==> config.mk <==
export PLATFORM = sky130hd
export DESIGN_NAME = bram_port_arbiter
export DESIGN_NICKNAME = d
export VERILOG_FILES = /design/src/rtl/bram_port_arbiter.sv
export SDC_FILE = /design/constraint.sdc
export NUM_CORES = 1
export LEC_CHECK = 0
export ABC_AREA = 1
export BUFFER_PORTS_ARGS = -buffer_cell sky130_fd_sc_hd__buf_2
export CORE_AREA = 2 2 93 95
export DETAILED_ROUTE_END_ITERATION = 7
export DIE_AREA = 0 0 95 97
export GPL_TIMING_DRIVEN = 0
export PLACE_DENSITY = 0.78
export SYNTH_ARGS = -nofsm -noshare
export SYNTH_HDL_FRONTEND = slang
export SYNTH_SLANG_ARGS = --single-unit
==> constraint.sdc <==
create_clock -name clk -period 2.9 [get_ports clk]
set_input_delay 0.435 -clock clk [delete_from_list [all_inputs] [get_ports clk]]
set_output_delay 0.435 -clock clk [all_outputs]
set_load 0.02 [all_outputs]
==> src/rtl/bram_port_arbiter.sv <==
// bram_port_arbiter
// Shares one single-port no-change BRAM between two requesters. At most one
// access is granted per cycle using round-robin priority. Reads are tracked
// through the BRAM read latency so each result goes back to the requester
// that issued it.
//
// Ports:
//   clk, rst                    system clock, asynchronous active-high reset
//   m0_req_* / m1_req_*         request channel (valid, we, addr, wdata) and
//                               ready (accepted this cycle)
//   m0_resp_* / m1_resp_*       read response: single-cycle valid plus data;
//                               data holds its last value when not valid
//   bram_addr/din/we/en         BRAM port A command
//   bram_regce, bram_rst        BRAM output-register enable and reset
//   bram_dout                   BRAM port A read data
module bram_port_arbiter #(
    parameter int unsigned ADDR_W   = 12,
    parameter int unsigned DATA_W   = 32,
    parameter int unsigned READ_LAT = 1
) (
    input  logic              clk,
    input  logic              rst,

    input  logic              m0_req_valid,
    input  logic              m0_req_we,
    input  logic [ADDR_W-1:0] m0_req_addr,
    input  logic [DATA_W-1:0] m0_req_wdata,
    output logic              m0_req_ready,
    output logic              m0_resp_valid,
    output logic [DATA_W-1:0] m0_resp_rdata,

    input  logic              m1_req_valid,
    input  logic              m1_req_we,
    input  logic [ADDR_W-1:0] m1_req_addr,
    input  logic [DATA_W-1:0] m1_req_wdata,
    output logic              m1_req_ready,
    output logic              m1_resp_valid,
    output logic [DATA_W-1:0] m1_resp_rdata,

    output logic [ADDR_W-1:0] bram_addr,
    output logic [DATA_W-1:0] bram_din,
    output logic              bram_we,
    output logic              bram_en,
    output logic              bram_regce,
    output logic              bram_rst,
    input  logic [DATA_W-1:0] bram_dout
);

    generate
        if (READ_LAT != 1 && READ_LAT != 2) begin : g_bad_read_lat
            $error("bram_port_arbiter: READ_LAT must be 1 or 2");
        end
    endgenerate

    logic                rr_ptr;
    logic                grant0;
    logic                grant1;
    logic                rd_accept;
    logic [READ_LAT-1:0] pipe_vld;
    logic [READ_LAT-1:0] pipe_pid;
    logic [DATA_W-1:0]   rdata0_q;
    logic [DATA_W-1:0]   rdata1_q;
    logic                resp0;
    logic                resp1;

    // Round-robin: a lone requester always wins; on contention rr_ptr decides.
    always_comb begin
        grant0 = 1'b0;
        grant1 = 1'b0;
        if (!rst) begin
            grant0 = m0_req_valid && (!m1_req_valid || (rr_ptr == 1'b0));
            grant1 = m1_req_valid && (!m0_req_valid || (rr_ptr == 1'b1));
        end
    end

    assign m0_req_ready = grant0;
    assign m1_req_ready = grant1;
    assign rd_accept    = (grant0 && !m0_req_we) || (grant1 && !m1_req_we);

    always_comb begin
        bram_addr = '0;
        bram_din  = '0;
        bram_we   = 1'b0;
        if (grant0) begin
            bram_addr = m0_req_addr;
            bram_din  = m0_req_wdata;
            bram_we   = m0_req_we;
        end else if (grant1) begin
            bram_addr = m1_req_addr;
            bram_din  = m1_req_wdata;
            bram_we   = m1_req_we;
        end
    end

    assign bram_en  = grant0 || grant1;
    assign bram_rst = rst;

    // The output register loads the cycle after the array read.
    generate
        if (READ_LAT == 2) begin : g_regce
            assign bram_regce = pipe_vld[0];
        end else begin : g_no_regce
            assign bram_regce = 1'b0;
        end
    endgenerate

    assign resp0 = pipe_vld[READ_LAT-1] && !pipe_pid[READ_LAT-1];
    assign resp1 = pipe_vld[READ_LAT-1] &&  pipe_pid[READ_LAT-1];

    always_ff @(posedge clk or posedge rst) begin
        if (rst) begin
            rr_ptr   <= 1'b0;
            pipe_vld <= '0;
            pipe_pid <= '0;
            rdata0_q <= '0;
            rdata1_q <= '0;
        end else begin
            if (grant0) begin
                rr_ptr <= 1'b1;
            end else if (grant1) begin
                rr_ptr <= 1'b0;
            end
            // Writes enter as bubbles; only reads produce a response.
            pipe_vld[0] <= rd_accept;
            pipe_pid[0] <= grant1;
            for (int unsigned i = 1; i < READ_LAT; i++) begin
                pipe_vld[i] <= pipe_vld[i-1];
                pipe_pid[i] <= pipe_pid[i-1];
            end
            if (resp0) begin
                rdata0_q <= bram_dout;
            end
            if (resp1) begin
                rdata1_q <= bram_dout;
            end
        end
    end

    // Response data passes straight from the BRAM in its valid cycle and
    // otherwise shows the last value delivered to that port.
    assign m0_resp_valid = resp0;
    assign m1_resp_valid = resp1;
    assign m0_resp_rdata = resp0 ? bram_dout : rdata0_q;
    assign m1_resp_rdata = resp1 ? bram_dout : rdata1_q;

endmodule

* After elaboration in Yosys (flattened, before gate mapping)
Index checks and enable logic that the tools add are counted.
** Cells by class
- Multiplexer cells :: 12
- Bitwise gates (word level) :: 1
- Reductions and logical operators :: 16
** Operators by type and width (number)
- 2-to-1 mux 32 bit :: 4
- 2-to-1 mux 12 bit :: 2
- logical AND 1 bit :: 6
- 2-to-1 mux 1 bit :: 6
- logical NOT 1 bit :: 5
- logical OR 1 bit :: 4
- nonzero test 2 bit :: 1
- NOT 1 bit :: 1
** Word-level totals
- Flip-flop bits (word level) :: 67
- Input port bits :: 126
- Output and inout bits :: 116
- Word-level logic and storage cells :: 34

* Longest topological paths before layout
Gate-level depths: netlist of the first run.
- Word-level depth :: 6
- Mapped depth :: 6
- Depth with buffers taken out :: 4

* Least setup slack after synthesis of the first run
Ideal clock, no wire load.
- Kind :: input-to-output
- Start :: input port rst
- End :: output port m1_req_ready
- Arrival :: 2.552 ns
- Required time :: 2.465 ns
- Setup slack :: -0.087 ns
- Stages :: 3
- Path buffers :: 0
- Cell sequence :: inv_1 -> nand2_1 -> a21oi_1
** Between the ends
- Longest elaborated chain between the ends :: 1
** RTL lines
- start: declaration :: RTL line 22 : input logic rst,
- 2-to-1 mux 1 bit :: RTL line 70 : if (!rst) begin
- end: declaration :: RTL line 36 : output logic m1_req_ready,
Every way passes these cells.

* Final worst setup path of the first run
- Start :: register pipe_pid
- End :: output port m1_resp_rdata[17]
** Between the ends
- Longest elaborated chain between the ends :: 2
** RTL lines
- start: declaration :: RTL line 60 : logic [READ_LAT-1:0] pipe_pid;
- start signal: indexed assignment :: RTL line 128 : pipe_pid[i] <= pipe_pid[i-1];
- logical AND 1 bit :: RTL line 108 : assign resp1 = pipe_vld[READ_LAT-1] && pipe_pid[READ_LAT-1];
- 2-to-1 mux 32 bit
- end: declaration :: RTL line 38 : output logic [DATA_W-1:0] m1_resp_rdata,
Every way passes these cells.

==> flow_metrics.py, run 1 <==
metrics = {
    "routing": {
        "via_per_inst": 4.86,
        "antenna_left": 0,
        "dr.pass1.iters": 5,
        "vias": 3816,
        "wire_per_inst_um": 14.4,
        "first_iter_violations": 171,
        "drt-total-wl_um": 11300,
        "drt_drc_violations_left": 0,
    },
    "place": {
        "portBuffers": 240,
        "dpl_cell_area_mm2": 0.00465,
        "pre_cts_ws_ns": 0.666,
        "dp_hpwl_um": 9030,
        "dp.cells": 769,
        "finalWeightedCongestion": 0.890,
    },
    "finish": {
        "layoutNonFillerInstCount": 785,
        "final_net_count": 801,
        "fillers": 765,
        "post-route-util": 0.597,
        "postLayoutCellArea_mm2": 0.00486,
        "regArea_mm2": 0.00168,
        "multi_input_area_mm2": 0.00126,
        "n_antenna_cell": 0,
        "drive_above_1_share": 0.425,
        "area_growth_pct": 47.6,
    },
    "global_routing": {
        "grt_pass1_vias": 3605,
        "antenna_found_initial": 0,
        "grtUsageTotal": 0.241,
        "grt.overflow.total": 0,
        "grt_pass1_wl_um": 17300,
        "grt_max_degree": 41,
    },
    "synthesis": {
        "synth_top_cell_area_share": 0.510,
        "synth_top_area_cell": "dfrtp_1",
        "synthFlopType": "dfrtp_1",
        "yosysSeqAreaShare": 0.510,
        "synthCells": 423,
        "synthTopCellsByArea": "dfrtp_1 51%, nand3_1 14%, nand2_1 13%",
        "synth.most_common_cell": "nand2_1",
        "syn_area_mm2": 0.00329,
        "synth-seq-cells": 67,
        "synth-edff-count": 0,
        "synth_common_cells": "118 x nand2_1, 93 x nand3_1, 67 x dfrtp_1, 64 x o21ai_0, 41 x inv_1",
        "synthArstFlopShare": 1.00,
        "avgSynthCellArea_um2": 7.78,
        "syn_nets": 549,
        "yosysWarnings": 0,
        "synth_cell_types": 16,
    },
    "sta": {
        "slew_headroom": 0.557,
        "layout_min_cycle_time_ns": 2.23,
        "rsz0062_at_grt": "no",
        "setup_tns_ns": 0,
        "finalSetupViolCount": 0,
        "timing.final.crit_share": 0.769,
        "worst_pin_slew_ns": 0.663,
        "drv_slew": 0,
        "fin_ws_ns": 0.671,
        "max_freq_mhz": 449,
        "skew_ns": 0.00705,
        "finalHoldViolations": 0,
        "hold_ws_ns": 0.247,
    },
    "pwr": {
        "p_leak_nw": 2.97,
        "combPwrFrac": 0.387,
        "p_per_area_mw_per_mm2": 692,
        "p_sw_frac": 0.386,
        "p_int_mw": 2.06,
        "power.switching_mw": 1.30,
        "seqPwrFrac": 0.377,
        "ir_drop_mv": 0.250,
        "total_power_mw": 3.36,
        "clkPwrFrac": 0.236,
    },
    "run_status": {
        "status": "complete, no violations",
    },
    "job": {
        "max_cap_violations": 0,
    },
    "die": {
        "initial_core_util": 0.404,
        "fp.coreArea_mm2": 0.00813,
        "fp.dieW_um": 95,
        "die_y_um": 97,
        "die_area_mm2": 0.00922,
        "pin_count": 242,
        "num_rows": 33,
    },
    "critical_path": {
        "worstSetupPathType": "reg -> out",
        "worst-endpoint-arrival_ns": 1.79,
        "r2r_cells": 4,
        "worstPathMaxFanout": 10,
        "startpoint_type": "flop",
        "critical_path_required_ns": 2.47,
        "crit_path_end_kind": "output pin",
    },
    "clocking": {
        "cts_hold_buf": 0,
        "ctsLongestPathBuffers": 2,
        "cts_sinks": 67,
        "cts_root_buffer": "clkbuf_8",
        "cts_made_buffers": 9,
        "clk_transition_reported_paths_ns": 0.07,
        "cts-htree-levels": 3,
        "cts_resized": 0,
        "post-cts-setup-buffers": 0,
        "clkLatencyLatePin_ns": 0.32,
        "cts_tree": "yes",
    },
    "min_path": {
        "hold_path.class": "in -> async",
    },
}
-- cells in the final DEF (no fill, tap or decap), types with 3 or more instances in the layout --
| cell | n |
|---|---|
| inv_1 | 40 |
| buf_4 | 3 |
| clkbuf_8 | 11 |
| buf_2 | 260 |
| clkinvlp_4 | 3 |
| o21ai_0 | 64 |
| buf_6 | 4 |
| clkbuf_1 | 6 |
| nand3_1 | 93 |
| nand2_1 | 118 |
| dfrtp_1 | 67 |
-- area by class of cell --
cell class,count,share of cell area
Buffer,34,0.0399
Clock buffer,11,0.0312
Clock inverter,5,0.0121
Inverter,42,0.0332
Multi-Input combinational cell,280,0.260
Sequential cell,67,0.345
Tap cell,105,0.0271
Timing Repair Buffer,241,0.251
-- critical path, stage by stage, from the launching register on --
cell      delay, ns
dfrtp_1        0.39
nand2_1        0.08
buf_2          0.21
clkbuf_1       0.37
o21ai_0        0.21
buf_2          0.20
-- worst paths after layout --
| path | endpoint | slack [ns] | startpoint |
|---|---|---|---|
| worst min register to register | rdata0_q[1] | 0.49 | rdata0_q[1] |
| min in group clk | pipe_vld | 0.37 | m1_req_we |
| worst max register to register | rdata1_q[17] | 1.48 | pipe_pid |
| worst max-delay path | m1_resp_rdata[17] | 0.67 | pipe_pid |
| worst min-delay path | rr_ptr | 0.25 | rst |
| max in group asynchronous | rdata1_q[13] | 2.05 | rst |
-- logic make-up after synthesis --
logic type,synth area share
AND/OR/NAND/NOR,0.283
buffers and inverters,0.107
flip-flops,0.510
AO/OA/AOI/OAI,0.0989
other,0.00114
-- sequential cells by signal (all words and copies together) (netlist names) --
signal and cells:
pipe_pid 1, pipe_vld 1, rdata0_q 32, rdata1_q 32, rr_ptr 1
-- routing by layer --
layer,track usage,part of all wire,up-vias,wire length (um)
met5,0,0,-,0
met4,0.0680,0.022,0,244
met3,0.0740,0.095,17,1080
met2,0.415,0.51,195,5730
met1,0.287,0.38,1735,4230
li1,-,-,1869,-
-- power groups by stage --
stage,clock network (mW),logic [mW],registers (mW)
final,0.793,1.30,1.27
after global placement,0,1.27,1.27
after detailed placement,0,1.30,1.28
after global routing,0.860,1.42,1.29
after CTS,0.814,1.31,1.27
after floorplan,0,0.807,1.26
Note: power is estimated with default switching activity, not from simulation.
==> run 2, diff against run 1 <==
- clock period: 2.9 -> 2.25 ns (I/O delays scaled with it)
==> run 2 against run 1 <==
  * First-iteration DRC count is 1.2% higher
  * Core utilization is essentially flat
  * Global-route usage did not move
  * Clock power up 29%
  * Largest cell class unchanged
==> flow_metrics.py, run 2 (synthesized netlist as in run 1, its figures left out) <==
metrics = {
    "run_status": {
        "status": "complete, no violations",
    },
    "critical_path": {
        "critPathSlowestCell": "dfrtp_1",
        "worstPathMaxFanout": 10,
        "worst-endpoint-arrival_ns": 1.77,
        "critical_path_required_ns": 1.91,
        "startpoint_type": "flop",
        "worstSetupPathType": "reg -> out",
        "cp_slowest_stage_delay_ns": 0.39,
        "path_cells": "inv_1 > nand2_1 > buf_4 > clkbuf_1 > o21ai_0 > buf_2",
        "ff2ff_setup_slack_ns": 0.86,
        "crit_path_end_kind": "output pin",
    },
    "clocking": {
        "cts_root_buffer": "clkbuf_8",
        "clk_transition_reported_paths_ns": 0.07,
        "cts_hold_buf": 0,
        "cts-htree-levels": 3,
        "clkLatencyLatePin_ns": 0.33,
        "cts_tree": "yes",
        "cts_made_buffers": 9,
        "cts_sinks": 67,
        "ctsLongestPathBuffers": 2,
    },
    "place": {
        "portBuffers": 240,
        "dp.cells": 769,
        "finalWeightedCongestion": 0.890,
        "dp_hpwl_um": 9030,
    },
    "finish": {
        "fillers": 768,
        "area_growth_pct": 47.7,
        "reg_top3": "rdata0_q: 32 flops, rdata1_q: 32 flops",
        "final_net_count": 801,
        "drive_above_1_share": 0.428,
        "layout_commonest_cell": "buf_2",
        "layoutNonFillerInstCount": 785,
        "n_antenna_cell": 0,
        "layout_common_cells": "260 x buf_2, 118 x nand2_1, 93 x nand3_1",
    },
    "global_routing": {
        "grt.overflow.total": 0,
        "grt_pass1_vias": 3605,
        "grt_max_degree": 41,
        "grtUsageTotal": 0.241,
        "grt_pass1_wl_um": 17300,
        "antenna_found_initial": 0,
    },
    "sta": {
        "skew_ns": 0.00707,
        "drv_slew": 0,
        "max_freq_mhz": 474,
        "rsz0062_at_grt": "no",
        "slew_headroom": 0.557,
        "finalHoldViolations": 0,
        "worst_pin_slew_ns": 0.664,
        "timing.final.crit_share": 0.938,
        "layout_min_cycle_time_ns": 2.11,
        "hold_ws_ns": 0.150,
        "finalSetupViolCount": 0,
    },
    "die": {
        "die_y_um": 97,
        "fp.dieW_um": 95,
        "num_rows": 33,
        "die_area_mm2": 0.00922,
        "fp.coreArea_mm2": 0.00813,
        "pin_count": 242,
        "initial_core_util": 0.404,
    },
    "routing": {
        "antenna_left": 0,
        "vias": 3810,
        "drt-total-wl_um": 11300,
        "wire_per_inst_um": 14.4,
        "via_per_inst": 4.85,
        "first_iter_violations": 173,
        "dr.pass1.iters": 5,
        "drt_drc_violations_left": 0,
    },
    "pwr": {
        "p_leak_nw": 2.98,
        "p_per_area_mw_per_mm2": 892,
        "ir_drop_mv": 0.322,
    },
    "min_path": {
        "hold_path.class": "in -> async",
    },
    "job": {
        "max_cap_violations": 0,
    },
}
## run 2: changes by cell type in the layout (fill, tap and decap cells not counted)
cell	change
o21ai_0	-2
clkbuf_1	-2
clkbuf_2	+2
o21ai_1	+2
## run 2: power breakdown
group | internal, mW | switching [mW]
clock | 0.574 | 0.450
sequential | 1.54 | 0.0941
combinational | 0.546 | 1.13
total | 2.66 | 1.67
## run 2: worst max-delay path, delay by kind of cell (launching register included)
kind | cells | cell delay [ns]
AOI/OAI and AO/OA | 1 | 0.31
buffers and inverters | 4 | 0.69
DFF | 1 | 0.39
and+or+nand+nor | 1 | 0.06
## run 2: worst paths after layout
| kind | cells past startpoint | from | end |
|---|---|---|---|
| worst max-delay path | 6 | pipe_pid | m0_resp_rdata[13] |
| worst min-delay path | 2 | rst | rr_ptr |
| worst max register to register | 5 | pipe_pid | rdata0_q[13] |
| worst min register to register | 2 | rdata0_q[1] | rdata0_q[1] |
| max in group asynchronous | 3 | rst | rdata1_q[9] |
| min in group clk | 4 | m1_req_we | pipe_vld |
## run 2: area by class of cell
| class | count | area [um2] | share of cell area |
|---|---|---|---|
| Multi-Input combinational cell | 280 | 1260 | 0.260 |
| Clock buffer | 11 | 151 | 0.0312 |
| Inverter | 42 | 161 | 0.0332 |
| Buffer | 34 | 196 | 0.0404 |
| Timing Repair Buffer | 241 | 1220 | 0.251 |
| Sequential cell | 67 | 1680 | 0.345 |
| Tap cell | 105 | 131 | 0.0270 |
| Clock inverter | 5 | 58.8 | 0.0121 |
## run 2: metal layers
layer / share of wire / global-route usage
met5: 0 / 0
met4: 0.023 / 0.0680
met3: 0.095 / 0.0740
met2: 0.50 / 0.415
met1: 0.38 / 0.287
## run 2: stage by stage
stage | setup slack, ns | TNS, ns | util | power (mW) | cell area [um2]
floorplan | 0.157 | 0 | - | 2.67 | 3290
finish | 0.140 | 0 | 0.597 | 4.33 | 4860
detailed placement | 0.211 | 0 | 0.571 | 3.34 | 4650
global placement | -0.513 | -1.29 | 0.569 | 3.28 | 4630
global route | 0.00102 | 0 | 0.597 | 4.60 | 4860
CTS | 0.0936 | 0 | 0.597 | 4.37 | 4860
## run 2: timing repair
item	4_1_cts	5_1_grt
gates resized for setup	0	6
setup endpoints to repair	0	17
setup buffers	0	0
